===== config.mk =====
export PLATFORM = sky130hd
export DESIGN_NAME = branch_predict_control
export DESIGN_NICKNAME = d
export VERILOG_FILES = /design/src/rtl/branch_predict_control_pkg.sv /design/src/rtl/branch_history_table.sv /design/src/rtl/branch_predict_control.sv
export SDC_FILE = /design/constraint.sdc
export NUM_CORES = 1
export LEC_CHECK = 0
export ABC_AREA = 1
export CAP_MARGIN = 0
export CORE_ASPECT_RATIO = 1.25
export CORE_MARGIN = 4
export CORE_UTILIZATION = 45
export CTS_BUF_LIST = sky130_fd_sc_hd__clkbuf_2 sky130_fd_sc_hd__clkbuf_4 sky130_fd_sc_hd__clkbuf_8
export CTS_CLUSTER_DIAMETER = 40
export DETAILED_ROUTE_END_ITERATION = 7
export GPL_TIMING_DRIVEN = 1
export PLACE_DENSITY = 0.66
export SYNTH_ARGS = -nofsm -noshare
export SYNTH_HDL_FRONTEND = slang
export SYNTH_SLANG_ARGS = --single-unit

===== constraint.sdc =====
create_clock -name clk -period 5.8 [get_ports clk]
set_input_delay 0.58 -clock clk [delete_from_list [all_inputs] [get_ports clk]]
set_output_delay 0.58 -clock clk [all_outputs]
set_load 0.1 [all_outputs]

===== src/rtl/branch_predict_control_pkg.sv =====
`default_nettype none
// ============================================================================
//  Module : branch_predict_control_pkg
//  Brief  : Branch condition encodings, 2-bit counter states, condition decode.
//  Rev    : 1.0
// ============================================================================
package branch_predict_control_pkg;

    localparam logic [2:0] c_F3_BEQ  = 3'b000;
    localparam logic [2:0] c_F3_BNE  = 3'b001;
    localparam logic [2:0] c_F3_BLT  = 3'b100;
    localparam logic [2:0] c_F3_BGE  = 3'b101;
    localparam logic [2:0] c_F3_BLTU = 3'b110;
    localparam logic [2:0] c_F3_BGEU = 3'b111;

    localparam logic [1:0] c_CNT_SNT = 2'b00;
    localparam logic [1:0] c_CNT_WNT = 2'b01;
    localparam logic [1:0] c_CNT_WT  = 2'b10;
    localparam logic [1:0] c_CNT_ST  = 2'b11;

    typedef struct packed {
        logic legal;
        logic taken;
    } br_cond_t;

    // Encodings 010/011 have no branch meaning: reported illegal and not taken.
    function automatic br_cond_t decode_cond(input logic [2:0] f3, input logic zero,
                                             input logic less, input logic lessu);
        br_cond_t r;
        r.legal = 1'b1;
        r.taken = 1'b0;
        case (f3)
            c_F3_BEQ:  r.taken = zero;
            c_F3_BNE:  r.taken = ~zero;
            c_F3_BLT:  r.taken = less;
            c_F3_BGE:  r.taken = ~less;
            c_F3_BLTU: r.taken = lessu;
            c_F3_BGEU: r.taken = ~lessu;
            default:   r.legal = 1'b0;
        endcase
        return r;
    endfunction

endpackage
`default_nettype wire


===== src/rtl/branch_history_table.sv =====
`default_nettype none
// ============================================================================
//  Module : branch_history_table
//  Brief  : 2**IDX_W two-bit saturating counters, one read and one RMW port.
//  Rev    : 1.0
// ============================================================================
module branch_history_table
    import branch_predict_control_pkg::*;
#(
    parameter int IDX_W = 6
) (
    input  logic             clk,
    input  logic             rst,
    input  logic [IDX_W-1:0] i_rd_idx,
    output logic [1:0]       o_rd_cnt,
    input  logic             i_wr_en,
    input  logic [IDX_W-1:0] i_wr_idx,
    input  logic             i_wr_taken
);

    localparam int c_DEPTH = 1 << IDX_W;

    logic [1:0] r_cnt [c_DEPTH];
    logic [1:0] w_cur;
    logic [1:0] w_nxt;

    assign o_rd_cnt = r_cnt[i_rd_idx];
    assign w_cur    = r_cnt[i_wr_idx];

    always_comb begin
        w_nxt = w_cur;
        if (i_wr_taken && (w_cur != c_CNT_ST))
            w_nxt = w_cur + 2'd1;
        else if (!i_wr_taken && (w_cur != c_CNT_SNT))
            w_nxt = w_cur - 2'd1;
    end

    for (genvar gi = 0; gi < c_DEPTH; gi++) begin : g_entry
        always_ff @(posedge clk or posedge rst) begin
            if (rst)
                r_cnt[gi] <= c_CNT_WNT;
            else if (i_wr_en && (i_wr_idx == IDX_W'(gi)))
                r_cnt[gi] <= w_nxt;
        end
    end

endmodule
`default_nettype wire


===== src/rtl/branch_predict_control.sv =====
`default_nettype none
// ============================================================================
//  Module : branch_predict_control
//  Brief  : Bimodal predictor with branch resolve, mispredict pulse and stats.
//  Rev    : 1.0
// ============================================================================
module branch_predict_control
    import branch_predict_control_pkg::*;
#(
    parameter int IDX_W  = 6,
    parameter int PC_W   = 32,
    parameter int STAT_W = 16
) (
    input  logic              clk,
    input  logic              rst,
    input  logic [PC_W-1:0]   pred_pc,
    output logic              pred_taken,
    input  logic              res_valid,
    input  logic [PC_W-1:0]   res_pc,
    input  logic [2:0]        Funct3,
    input  logic              Branch,
    input  logic              ForceJump,
    input  logic              Zero,
    input  logic              Less,
    input  logic              LessU,
    input  logic              res_pred_taken,
    output logic              BranchMux,
    output logic              mispredict,
    input  logic              stat_clear,
    output logic [STAT_W-1:0] br_count,
    output logic [STAT_W-1:0] miss_count
);

    br_cond_t          w_cond;
    logic              w_update;
    logic              w_ctl;
    logic              w_miss;
    logic [1:0]        w_rd_cnt;
    logic              r_mispredict;
    logic [STAT_W-1:0] r_br_count;
    logic [STAT_W-1:0] r_miss_count;

    assign w_cond    = decode_cond(Funct3, Zero, Less, LessU);
    assign BranchMux = res_valid & (ForceJump | (Branch & w_cond.taken));
    assign w_update  = res_valid & Branch & ~ForceJump & w_cond.legal;
    assign w_ctl     = res_valid & (Branch | ForceJump);
    assign w_miss    = w_ctl & (BranchMux != res_pred_taken);

    // Table read is not bypassed: a same-cycle update is seen one cycle later.
    branch_history_table #(
        .IDX_W(IDX_W)
    ) u_bht (
        .clk       (clk),
        .rst       (rst),
        .i_rd_idx  (pred_pc[IDX_W+1:2]),
        .o_rd_cnt  (w_rd_cnt),
        .i_wr_en   (w_update),
        .i_wr_idx  (res_pc[IDX_W+1:2]),
        .i_wr_taken(w_cond.taken)
    );

    assign pred_taken = w_rd_cnt[1];

    always_ff @(posedge clk or posedge rst) begin
        if (rst) begin
            r_mispredict <= 1'b0;
            r_br_count   <= '0;
            r_miss_count <= '0;
        end else begin
            r_mispredict <= w_miss;
            if (stat_clear) begin
                r_br_count   <= '0;
                r_miss_count <= '0;
            end else begin
                if (w_ctl && (r_br_count != '1))
                    r_br_count <= r_br_count + 1'b1;
                if (w_miss && (r_miss_count != '1))
                    r_miss_count <= r_miss_count + 1'b1;
            end
        end
    end

    assign mispredict = r_mispredict;
    assign br_count   = r_br_count;
    assign miss_count = r_miss_count;

    logic w_unused_bits;
    assign w_unused_bits = ^{pred_pc[PC_W-1:IDX_W+2], pred_pc[1:0],
                             res_pc[PC_W-1:IDX_W+2], res_pc[1:0], w_rd_cnt[0]};

endmodule
`default_nettype wire


* Yosys cells after proc, flatten, opt, wreduce, memory -nomap -nowiden *
Cells that the tools add are included.

storage, ports and cells
  register bits after elaboration = 161
  bits of input ports = 77
  output and inout port bits = 35
  logic and storage cells = 249

operators by class
  add/subtract/negate cells = 4
  $lt $le $gt $ge = 2
  eq/ne operators = 72
  multiplexer cells = 14
  bitwise operators = 15
  reduce and logical (&&, ||, !) cells = 75

operator list
  kind                                                             count
  6-bit == test, second input constant                             32
  6-bit by 5-bit == test with 1-bit output, second input constant  16
  1-bit logical AND                                                68
  16-bit 2-to-1 mux                                                4
  6-bit by 4-bit == test with 1-bit output, second input constant  8
  16-bit by 1-bit adder with 16-bit output, second input constant  2
  16-bit inequality test, second input constant                    2
  2-bit binary-select mux with 6-bit select                        2
  6-bit by 3-bit == test with 1-bit output, second input constant  4
  7-bit greater-or-equal comparator, second input constant         2
  6-bit inverter with 7-bit output                                 2
  3-bit == test, second input constant                             4
  6-bit by 2-bit == test with 1-bit output, second input constant  2
  2-bit 2-to-1 mux                                                 6
  1-bit AND                                                        7
  6-bit by 1-bit == test with 1-bit output, second input constant  1
  6-bit zero test                                                  1
  1-bit case mux with 6 select lines                               1
  2-bit nonzero test                                               3
  6-bit OR reduction                                               1
  1-bit inverter                                                   4
  3-bit by 1-bit == test with 1-bit output, second input constant  1
  3-bit zero test                                                  1
  2-bit by 1-bit adder with 2-bit output, second input constant    1
  other kinds (6)                                                  7

* Logic depth before layout (Yosys ltp) *
Gate-level depths: netlist (run 1).

  depth in word-level cells = 10
  gate-level depth with buffers = 22
  mapped depth without buffers = 20

* Modules after synthesis *
Synthesis (run 1) repeated with hierarchy kept, for this count alone.

second synthesis, totals
  cell total of the unflattened synthesis = 1614
  area, all modules = 10493.8 um^2

modules (own cells, without submodules)
  module                  instances  cells an instance  area an instance (um^2)  seq. area each (um^2)
  branch_history_table    1          1307               8282.9                   3283.1
  branch_predict_control  1          307                2210.9                   825.8

* Worst setup path before layout (run 1) *
OpenSTA, ideal clock, no wires.

  kind = input to output
  from = input port Funct3[2]
  to = output port BranchMux
  data arrival time = 3.079 ns
  required time = 5.220 ns
  slack = 2.141 ns
  stages on the path = 7
  buffers on the path = 0
  cell sequence = inv_1 > nand2_1 > nand2_1 > a21oi_1 > o21ai_0 > nand2_1 > o21ai_0

between the ends
  longest elaborated chain between the ends = 5
  elaborated cells on any way between the ends = 10
  classes of those cells = eq/ne: 5; mux: 1; bitwise: 3; reduce/logical: 1

ends and longest elaborated chain
  what                                         line                              text
  start: declaration                           branch_predict_control.sv:20      input logic [2:0] Funct3,
  3-bit == test, or another cell as far along  branch_predict_control_pkg.sv:32  case (f3)
  1-bit case mux with 6 select lines (*)       branch_predict_control_pkg.sv:32
  1-bit AND (*)                                branch_predict_control.sv:44      assign BranchMux = res_valid & (ForceJump | (Branch & w_cond.taken));
  1-bit bitwise OR (*)                         branch_predict_control.sv:44
  1-bit AND (*)                                branch_predict_control.sv:44
  end: declaration                             branch_predict_control.sv:27      output logic BranchMux,

Mark *: on every way between the ends. The rest lies on a longest branch, timed or not.

* Worst setup path in the final report (run 1) *
  from = input port res_pc[2]
  to = register u_bht.r_cnt[28] in the netlist's numbering

between the ends
  longest elaborated chain between the ends = 8
  elaborated cells on any way between the ends = 14
  classes of those cells = add/sub: 2; eq/ne: 2; mux: 5; bitwise: 1; reduce/logical: 4

ends and longest elaborated chain
  what                                                                                 line                          text
  start: declaration                                                                   branch_predict_control.sv:19  input logic [PC_W-1:0] res_pc,
  branches (longest 8 deep; another with 2-bit by 1-bit subtractor with 2-bit output)  -
  end signal: indexed assignment                                                       branch_history_table.sv:41    r_cnt[gi] <= c_CNT_WNT;
  end signal: indexed assignment                                                       branch_history_table.sv:43    r_cnt[gi] <= w_nxt;
  end: declaration                                                                     branch_history_table.sv:23    logic [1:0] r_cnt [c_DEPTH];

Parallel ways; which one is timed is not known. The select of a mux whose other input is x is not followed.
A chain may end at the register's enable or synchronous reset.

==> flow_metrics.tcl, run 1 <==
set metrics [dict create \
    critPathArrivalTime_ns 4.58 \
    core_mm2 0.0210 \
    cts_resized 0 \
    cts.repair_timing.setup_buffer_count 0 \
    mostFrequentLayoutCell "nand2_1" \
    worstMarginPinSlew_ns 1.13 \
    power_leakage_nw 5.18 \
    ios 112 \
    yosys_warnings 0 \
    final_cell_mix "583 x nand2_1, 159 x nand3_1, 147 x nor2_1" \
    status "finished, final reports clean" \
    setup_tns_ns 0 \
    dominantRegCellSynth "dfrtp_1" \
    timing.fmax_mhz 240 \
    syn2layout_area_growth_pct 12.8 \
    grt_pass1_vias 9542 \
    final_nets 1582 \
    synth-seq-cells 161 \
    slew_headroom 0.247 \
    start_kind "input pin" \
    start_util 0.462 \
    pre_cts_ws_ns 1.22 \
    ir_drop_mv 0.158 \
    gr-total-overflow 0 \
    drt-pass1-iter-count 5 \
    drc_errors 0 \
    antenna_found_initial 0 \
    syn-num-nets 1551 \
    clock_latency_ns 0.47 \
    die_y_um 172 \
    ant_nets 0 \
    p_per_area_mw_per_mm2 231 \
    cts_hold_buffers 0 \
    n_antenna_cell 0 \
    cts_tree "built" \
    required_ns 6.22 \
    cts_buffers 17 \
    cts_buffer_depth 2 \
    post-route-period-util 0.717 \
    fin_util 0.521 \
    viasPerCell 5.45 \
    worstPathMaxFanout 33 \
    slew_violations 0 \
    place_congestion 0.917 \
    synth_cell_types 37 \
    hpwl_um 19000 \
    die-area_mm2 0.0240 \
    hp-class "reg -> reg" \
    avgSynthCellArea_um2 6.61 \
    fin_skew_ns 0.00955 \
    grt_max_degree 74 \
    syn_area_mm2 0.00972 \
    critPathKind "in -> reg" \
    async_flop_share 1.00 \
    dr.first_iter.drc_count 950 \
    grt_usage 0.260 \
    path_clk_slew_ns 0.09 \
    cts_num_sinks 161 \
    rsz0062_at_grt "no" \
    cts.root.buffer_cell "clkbuf_8" \
    wire_per_inst_um 17.0 \
    num_vias 9746 \
    setup_viol 0 \
    die_w_um 139 \
    grt_pass1_wl_um 49800 \
    cp-end-kind "flip-flop" \
    layout-drive-gt1-share 0.0839 \
    period_minus_slack_ns 4.16 \
    design_area_mm2 0.0110 \
    yosysSeqAreaShare 0.423 \
    dpl_cell_area_mm2 0.0105 \
    rows 59 \
    fill_cells 2147 \
    finalPower_mw 2.53 \
    postSynthCellCount 1470 \
    hold_violations 0 \
    port-buffer-count 59 \
    htree_num_levels 4 \
    layout_setup_ws_ns 1.64 \
    drt-total-wl_um 30400 \
    synth_edf_count 0 \
    drv_cap 0 \
]
[final cells by class]
class	instances	area [um2]	area share
clock buffers	20	269	0.0245
clock inverters	12	180	0.0164
inverters	148	561	0.0511
multi-input cells	1098	4770	0.435
flip-flops and latches	161	4110	0.375
well taps	274	343	0.0313
repair buffers	75	733	0.0669
[routing by layer]
| layer | share of wire | global-route usage | vias to the layer above |
|---|---|---|---|
| li1 | - | - | 4694 |
| met1 | 0.42 | 0.338 | 4571 |
| met2 | 0.47 | 0.433 | 409 |
| met3 | 0.075 | 0.0418 | 72 |
| met4 | 0.035 | 0.114 | 0 |
| met5 | 0 | 0 | - |
[cells by family after synthesis]
group                    after synthesis  share of synthesized area
AO/OA/AOI/OAI                         97                     0.0547
flip-flops                           161                      0.423
buffers and inverters                211                     0.0874
AND/OR/NAND/NOR                      983                      0.418
XOR/XNOR                              14                     0.0126
adder cells (fa/ha/maj)                4                    0.00515
[sequential cells by signal (all words and copies together), names as in the netlist]
name / cells
mispredict: 1
miss_count: 16
u_bht.r_cnt: 128
br_count: 16
[critical path, stage by stage]
cell and delay, ns:
clkdlybuf4s50_1 0.90, nand2_1 0.32, inv_2 0.47, nand2_1 0.11, nand4_1 0.19, nand2_1 0.11, nand2_1 0.10, nor2_1 0.05
nor2_1 0.11, nor2_1 0.10, nand2_1 0.18, inv_1 0.07, ha_1 0.19, inv_1 0.04, nand2_1 0.06, nand2_1 0.16
inv_1 0.09, nand3_2 0.09, buf_4 0.38, nand3_1 0.15, nand2_1 0.10
[final timing paths]
kind | start | end | slack, ns | cells after the start
worst max-delay path | res_pc[2] | u_bht.r_cnt[28] | 1.64 | 21
worst min-delay path | u_bht.r_cnt[74] | u_bht.r_cnt[74] | 0.47 | 2
worst max register to register | u_bht.r_cnt[80] | u_bht.r_cnt[28] | 2.95 | 17
worst min register to register | u_bht.r_cnt[74] | u_bht.r_cnt[74] | 0.47 | 2
max in group asynchronous | rst | u_bht.r_cnt[71] | 4.11 | 3
min in group asynchronous | rst | br_count[1] | 0.57 | 2
[synth_stat cells, drive strengths merged, types with 13 or more instances]
master / number / area share
buf: 35 / 0.019
nand3: 160 / 0.083
o21ai: 58 / 0.030
o22ai: 16 / 0.010
inv: 146 / 0.056
nor3: 61 / 0.031
nand2: 586 / 0.23
dfrtp: 97 / 0.25
nand4: 18 / 0.012
a21oi: 13 / 0.0067
dfstp: 64 / 0.17
nor2: 150 / 0.059
clkbuf: 28 / 0.011
[metrics by stage]
step	hold slack, ns	std cells
2_1_floorplan	0.447	1470
3_3_place_gp	0.453	1756
3_5_place_dp	0.456	1756
4_1_cts	0.471	1788
5_1_grt	0.480	1788
6_report	0.470	1788
[report_power, final]
part	leakage (nW)	switching (mW)	total (mW)	internal [mW]
Sequential	2.00	0.0281	1.20	1.17
Clock	0.223	0.448	0.948	0.499
Combinational	2.96	0.290	0.383	0.0931
Note: power is estimated with default switching activity, not from simulation.
==> run 2: changes to the inputs <==
==> constraint.sdc (replaced) <==
create_clock -name clk -period 4 [get_ports clk]
set_input_delay 0.4 -clock clk [delete_from_list [all_inputs] [get_ports clk]]
set_output_delay 0.4 -clock clk [all_outputs]
set_load 0.1 [all_outputs]
==> run 2 against run 1 <==
  * Power increased by 39%
  * Count of clock-buffer cells in the layout decreased by 2
  * First-iteration DRC count up 5.5%
  * Register-to-register slack worse by 1.8 ns
  * Sequential share of layout area decreased by 0.64 points
  * Die area unchanged
  * Final cell count rose by 1.1%
  * Sequential cell count unchanged
  * Non-clock buffer count grew 20
  * Core utilization is 0.90 points higher
  * Largest power group unchanged
==> flow_metrics.tcl, run 2 (synthesized netlist as in run 1, its figures left out) <==
set metrics [dict create \
    setup_tns_ns 0 \
    cts_resized 0 \
    cts.root.buffer_cell "clkbuf_8" \
    grt_pass1_wl_um 48900 \
    layout-drive-gt1-share 0.0965 \
    fin_skew_ns 0.0177 \
    drt-pass1-iter-count 5 \
    hp-class "in -> async" \
    worstPathMaxFanout 38 \
    die-area_mm2 0.0240 \
    post-route-period-util 0.846 \
    timing.fmax_mhz 296 \
    required_ns 4.40 \
    final_nets 1602 \
    cts_hold_buffers 0 \
    hold_violations 0 \
    place_congestion 0.921 \
    cts_num_sinks 161 \
    largest_register_ffs 128 \
    cts.repair_timing.setup_buffer_count 0 \
    ant_nets 0 \
    rows 59 \
    start_kind "input pin" \
    fill_cells 2117 \
    start_util 0.462 \
    status "finished, final reports clean" \
    critPathTopFamily "simple AND/OR/NAND/NOR gates" \
    antenna_found_initial 0 \
    worstMarginPinSlew_ns 1.11 \
    cts_buffers 17 \
    slew_headroom 0.259 \
    path_cells "clkdlybuf4s50_1, buf_4, inv_2, nor2_2, buf_4, nand2_1, nand4_1, nand2_1, nand2_1, nor2_1, nor2_1, nor2_1, nand2_1, ha_1, nor2_1, inv_1, nand2_1, o21ai_0, nand2_2, buf_12, nand3_1, nand2_1" \
    final_cell_mix "583 x nand2_1, 159 x nand3_1, 147 x nor2_1" \
    crit_top_cell "nand2_1" \
    drc_errors 0 \
    multi_input_area_mm2 0.00477 \
    wire_per_inst_um 16.7 \
    die_y_um 172 \
    rsz0062_at_grt "no" \
    cp-end-kind "flip-flop" \
    syn2layout_area_growth_pct 14.7 \
    drt-total-wl_um 30100 \
    cp_num_buf_inv 6 \
    gr-total-overflow 0 \
    viasPerCell 5.41 \
    cts_tree "built" \
    slew_violations 0 \
    path_clk_slew_ns 0.09 \
    ios 112 \
    cp_slowest_cell "clkdlybuf4s50_1" \
    finalPower_mw 3.51 \
    setup_viol 0 \
    core_mm2 0.0210 \
    register_area_mm2 0.00411 \
    max_stage_delay_ns 0.49 \
    top_register "u_bht.r_cnt" \
    num_vias 9790 \
    period_minus_slack_ns 3.38 \
    drv_cap 0 \
    port-buffer-count 59 \
    grt_usage 0.255 \
    mostFrequentLayoutCell "nand2_1" \
    p_per_area_mw_per_mm2 314 \
    clock_latency_ns 0.47 \
    die_w_um 139 \
    hpwl_um 20000 \
    n_antenna_cell 0 \
    power_leakage_nw 5.28 \
    htree_num_levels 4 \
    dr.first_iter.drc_count 1002 \
    critPathArrivalTime_ns 3.78 \
    ir_drop_mv 0.175 \
    grt_pass1_vias 9378 \
    cts_buffer_depth 2 \
    critPathKind "in -> reg" \
    grt_max_degree 101 \
]
==> run 2: layer usage <==
layer  up-vias  track usage  share of wire
li1       4728            -              -
met2       387        0.434           0.48
met5         -            0              0
met3        73       0.0429          0.066
met1      4602        0.324           0.42
met4         0        0.110          0.034
==> run 2: worst min-delay path, cell delays in order <==
cell and delay (ns):
clkdlybuf4s50_1 0.44, clkinvlp_4 0.12, buf_12 0.27
==> run 2: path summary, 6_finish.rpt <==
check                                      from              end  slack, ns  cells past startpoint
worst min-delay path                        rst      br_count[4]       0.38                      3
max in group asynchronous                   rst  u_bht.r_cnt[91]       3.08                      3
worst min register to register  u_bht.r_cnt[56]  u_bht.r_cnt[56]       0.47                      2
min in group clk                u_bht.r_cnt[56]  u_bht.r_cnt[56]       0.47                      2
worst max register to register  u_bht.r_cnt[40]  u_bht.r_cnt[95]       1.17                     17
worst max-delay path                  res_pc[3]  u_bht.r_cnt[95]       0.62                     22
==> run 2: cell type report <==
cell class	instances	share of cell area
multi-input cells	1098	0.428
repair buffers	95	0.0891
clock buffers	18	0.0222
clock inverters	14	0.0119
flip-flops and latches	161	0.368
well taps	274	0.0307
inverters	148	0.0501
==> run 2: where the power goes <==
group	leakage, nW	switching (mW)	total, mW	internal [mW]
combinational	3.09	0.425	0.593	0.168
sequential	2.00	0.0415	1.74	1.70
clock	0.186	0.658	1.17	0.516
total	5.28	1.12	3.51	2.38
==> run 2: per-stage QoR <==
| step | std cells | setup slack [ns] | instance area, um2 | util | hold WS, ns |
|---|---|---|---|---|---|
| 3_5_place_dp | 1776 | 0.241 | 10800 | 0.512 | 0.458 |
| 2_1_floorplan | 1470 | 0.701 | 9730 | - | 0.447 |
| 4_1_cts | 1808 | 0.717 | 11200 | 0.530 | 0.384 |
| 3_3_place_gp | 1776 | 0.297 | 10800 | 0.512 | 0.455 |
| 5_1_grt | 1808 | 0.385 | 11200 | 0.530 | 0.398 |
| 6_report | 1808 | 0.616 | 11200 | 0.530 | 0.377 |
==> run 3: changes to the inputs <==
--- a/config.mk
+++ b/config.mk
@@ -14,7 +14,7 @@
 export CTS_CLUSTER_DIAMETER = 40
 export DETAILED_ROUTE_END_ITERATION = 7
 export GPL_TIMING_DRIVEN = 1
-export PLACE_DENSITY = 0.66
+export PLACE_DENSITY = 0.69
 export SYNTH_ARGS = -nofsm -noshare
 export SYNTH_HDL_FRONTEND = slang
 export SYNTH_SLANG_ARGS = --single-unit
==> constraint.sdc (replaced) <==
create_clock -name clk -period 3.1 [get_ports clk]
set_input_delay 0.31 -clock clk [delete_from_list [all_inputs] [get_ports clk]]
set_output_delay 0.31 -clock clk [all_outputs]
set_load 0.1 [all_outputs]
==> run 3 against run 2 <==
  * Critical endpoint is now pred_taken
  * Largest power group unchanged
  * Non-clock buffer count increased by 27
  * Die area unchanged
  * Global-route usage increased by 0.36 points
  * Register-to-register slack got worse by 0.67 ns
  * Power increased by 38%
  * The run now ends with DRC left
  * Final cell count increased by 1.5%
==> flow_metrics.tcl, run 3 (synthesized netlist as in run 1, its figures left out) <==
set metrics [dict create \
    fin_skew_ns 0.0164 \
    largest_register_ffs 128 \
    setup_tns_ns 0 \
    layout-drive-gt1-share 0.127 \
    ir_drop_mv 0.269 \
    dr.first_iter.drc_count 1040 \
    pre_cts_ws_ns -0.308 \
    grt_pass1_wl_um 49700 \
    clock_latency_ns 0.47 \
    cts_num_sinks 161 \
    setup_viol 0 \
    period_minus_slack_ns 2.78 \
    post-route-period-util 0.897 \
    layout_setup_ws_ns 0.318 \
    cts.repair_timing.setup_buffer_count 0 \
    drv_cap 0 \
    drt-total-wl_um 30500 \
    rows 59 \
    status "finished, violations left" \
    start_util 0.462 \
    slew_violations 0 \
    r2r_setup_slack_ns 0.50 \
    power_leakage_nw 5.51 \
    mostFrequentLayoutCell "nand2_1" \
    r2r_cells 17 \
    r2r-start "u_bht.r_cnt[78]" \
    top_register "u_bht.r_cnt" \
    cts_buffers 17 \
    ios 112 \
    viasPerCell 5.43 \
    worstMarginPinSlew_ns 0.982 \
    place_congestion 0.947 \
    ant_nets 0 \
    htree_num_levels 4 \
    drt-pass1-iter-count 8 \
    wire_per_inst_um 16.6 \
    syn2layout_area_growth_pct 17.0 \
    drc_errors 2 \
    timing.fmax_mhz 359 \
    gr-total-overflow 0 \
    hpwl_um 21000 \
    p_per_area_mw_per_mm2 424 \
    grt_usage 0.259 \
    die_y_um 172 \
    slew_headroom 0.344 \
    num_vias 9963 \
    core_mm2 0.0210 \
    hold_violations 0 \
    grt_max_degree 99 \
    worstPathMaxFanout 7 \
    cts.root.buffer_cell "clkbuf_8" \
    antenna_found_initial 0 \
    die-area_mm2 0.0240 \
    path_clk_slew_ns 0.10 \
    n_antenna_cell 0 \
    final_cell_mix "583 x nand2_1, 159 x nand3_1, 147 x nor2_1" \
    die_w_um 139 \
    fin_hold_ws_ns 0.335 \
    rsz0062_at_grt "no" \
    start_kind "input pin" \
    cts_buffer_depth 2 \
    r2r_end "u_bht.r_cnt[77]" \
    required_ns 2.79 \
    cts_tree "built" \
    port-buffer-count 59 \
    cp-end-kind "output port" \
    critPathArrivalTime_ns 2.47 \
    critPathKind "in -> out" \
    violations "DRC" \
    hp-class "in -> async" \
    grt_pass1_vias 9591 \
    final_nets 1629 \
]
==> run 3: changes by cell type in the layout (fill, tap and decap cells not counted), sizes merged <==
cell	delta
clkbuf	+3
clkdlybuf4s50	-25
bufinv	+3
buf	+50
dlymetal6s2s	+2
clkinv	-6
==> run 3: area by class of cell <==
type	instances	area (um2)
Clock buffer	21	277
Timing Repair Buffer	122	1140
Fill cell	2076	9660
Tap cell	274	343
Inverter	148	559
Clock inverter	11	178
Multi-Input combinational cell	1098	4770
Sequential cell	161	4110
==> run 3: how the worst max path moves through the flow <==
stage / cells after the start / slack (ns) / end / from
2_1_floorplan: 10 / 0.51 / miss_count[0] / miss_count[3]
3_3_place_gp: 20 / -0.20 / u_bht.r_cnt[53] / res_pc[2]
3_5_place_dp: 20 / -0.31 / u_bht.r_cnt[77] / res_pc[2]
4_1_cts: 20 / 0.19 / u_bht.r_cnt[15] / res_pc[2]
5_1_grt: 10 / 0.24 / pred_taken / pred_pc[3]
6_report: 10 / 0.32 / pred_taken / pred_pc[3]
==> run 3: what timing repair did <==
item,CTS,global route
setup endpoints to repair,0,127
gates resized for setup,0,3
hold buffers,0,0
==> run 3: worst max-delay path, cell delays in order <==
cell and delay (ns):
clkdlybuf4s50_1 0.63, inv_1 0.16, buf_4 0.20, o21ai_0 0.10, o22ai_1 0.39, nor2_1 0.08, o211ai_1 0.20, nand3b_1 0.09
nand2_1 0.11, buf_12 0.18
==> run 3: stage by stage <==
step	area, um2	power (mW)	util	std cells
after floorplan	9730	2.74	-	1470
final	11400	4.83	0.541	1835
after CTS	11400	4.85	0.541	1835
after global routing	11400	5.02	0.541	1835
after detailed placement	10900	3.06	0.519	1803
after global placement	10900	3.06	0.519	1803
==> run 3: per-layer routing <==
metal	global-route usage	vias up	wire length (um)
met5	0	-	0
met4	0.107	0	1040
met3	0.0567	83	2420
met2	0.437	448	14500
met1	0.324	4639	12600
li1	-	4793	-
==> run 3: power by group <==
group	internal (mW)	total (mW)	switching, mW
registers	2.19	2.25	0.0563
logic	0.237	0.785	0.548
clock network	0.948	1.79	0.846
total	3.38	4.83	1.45
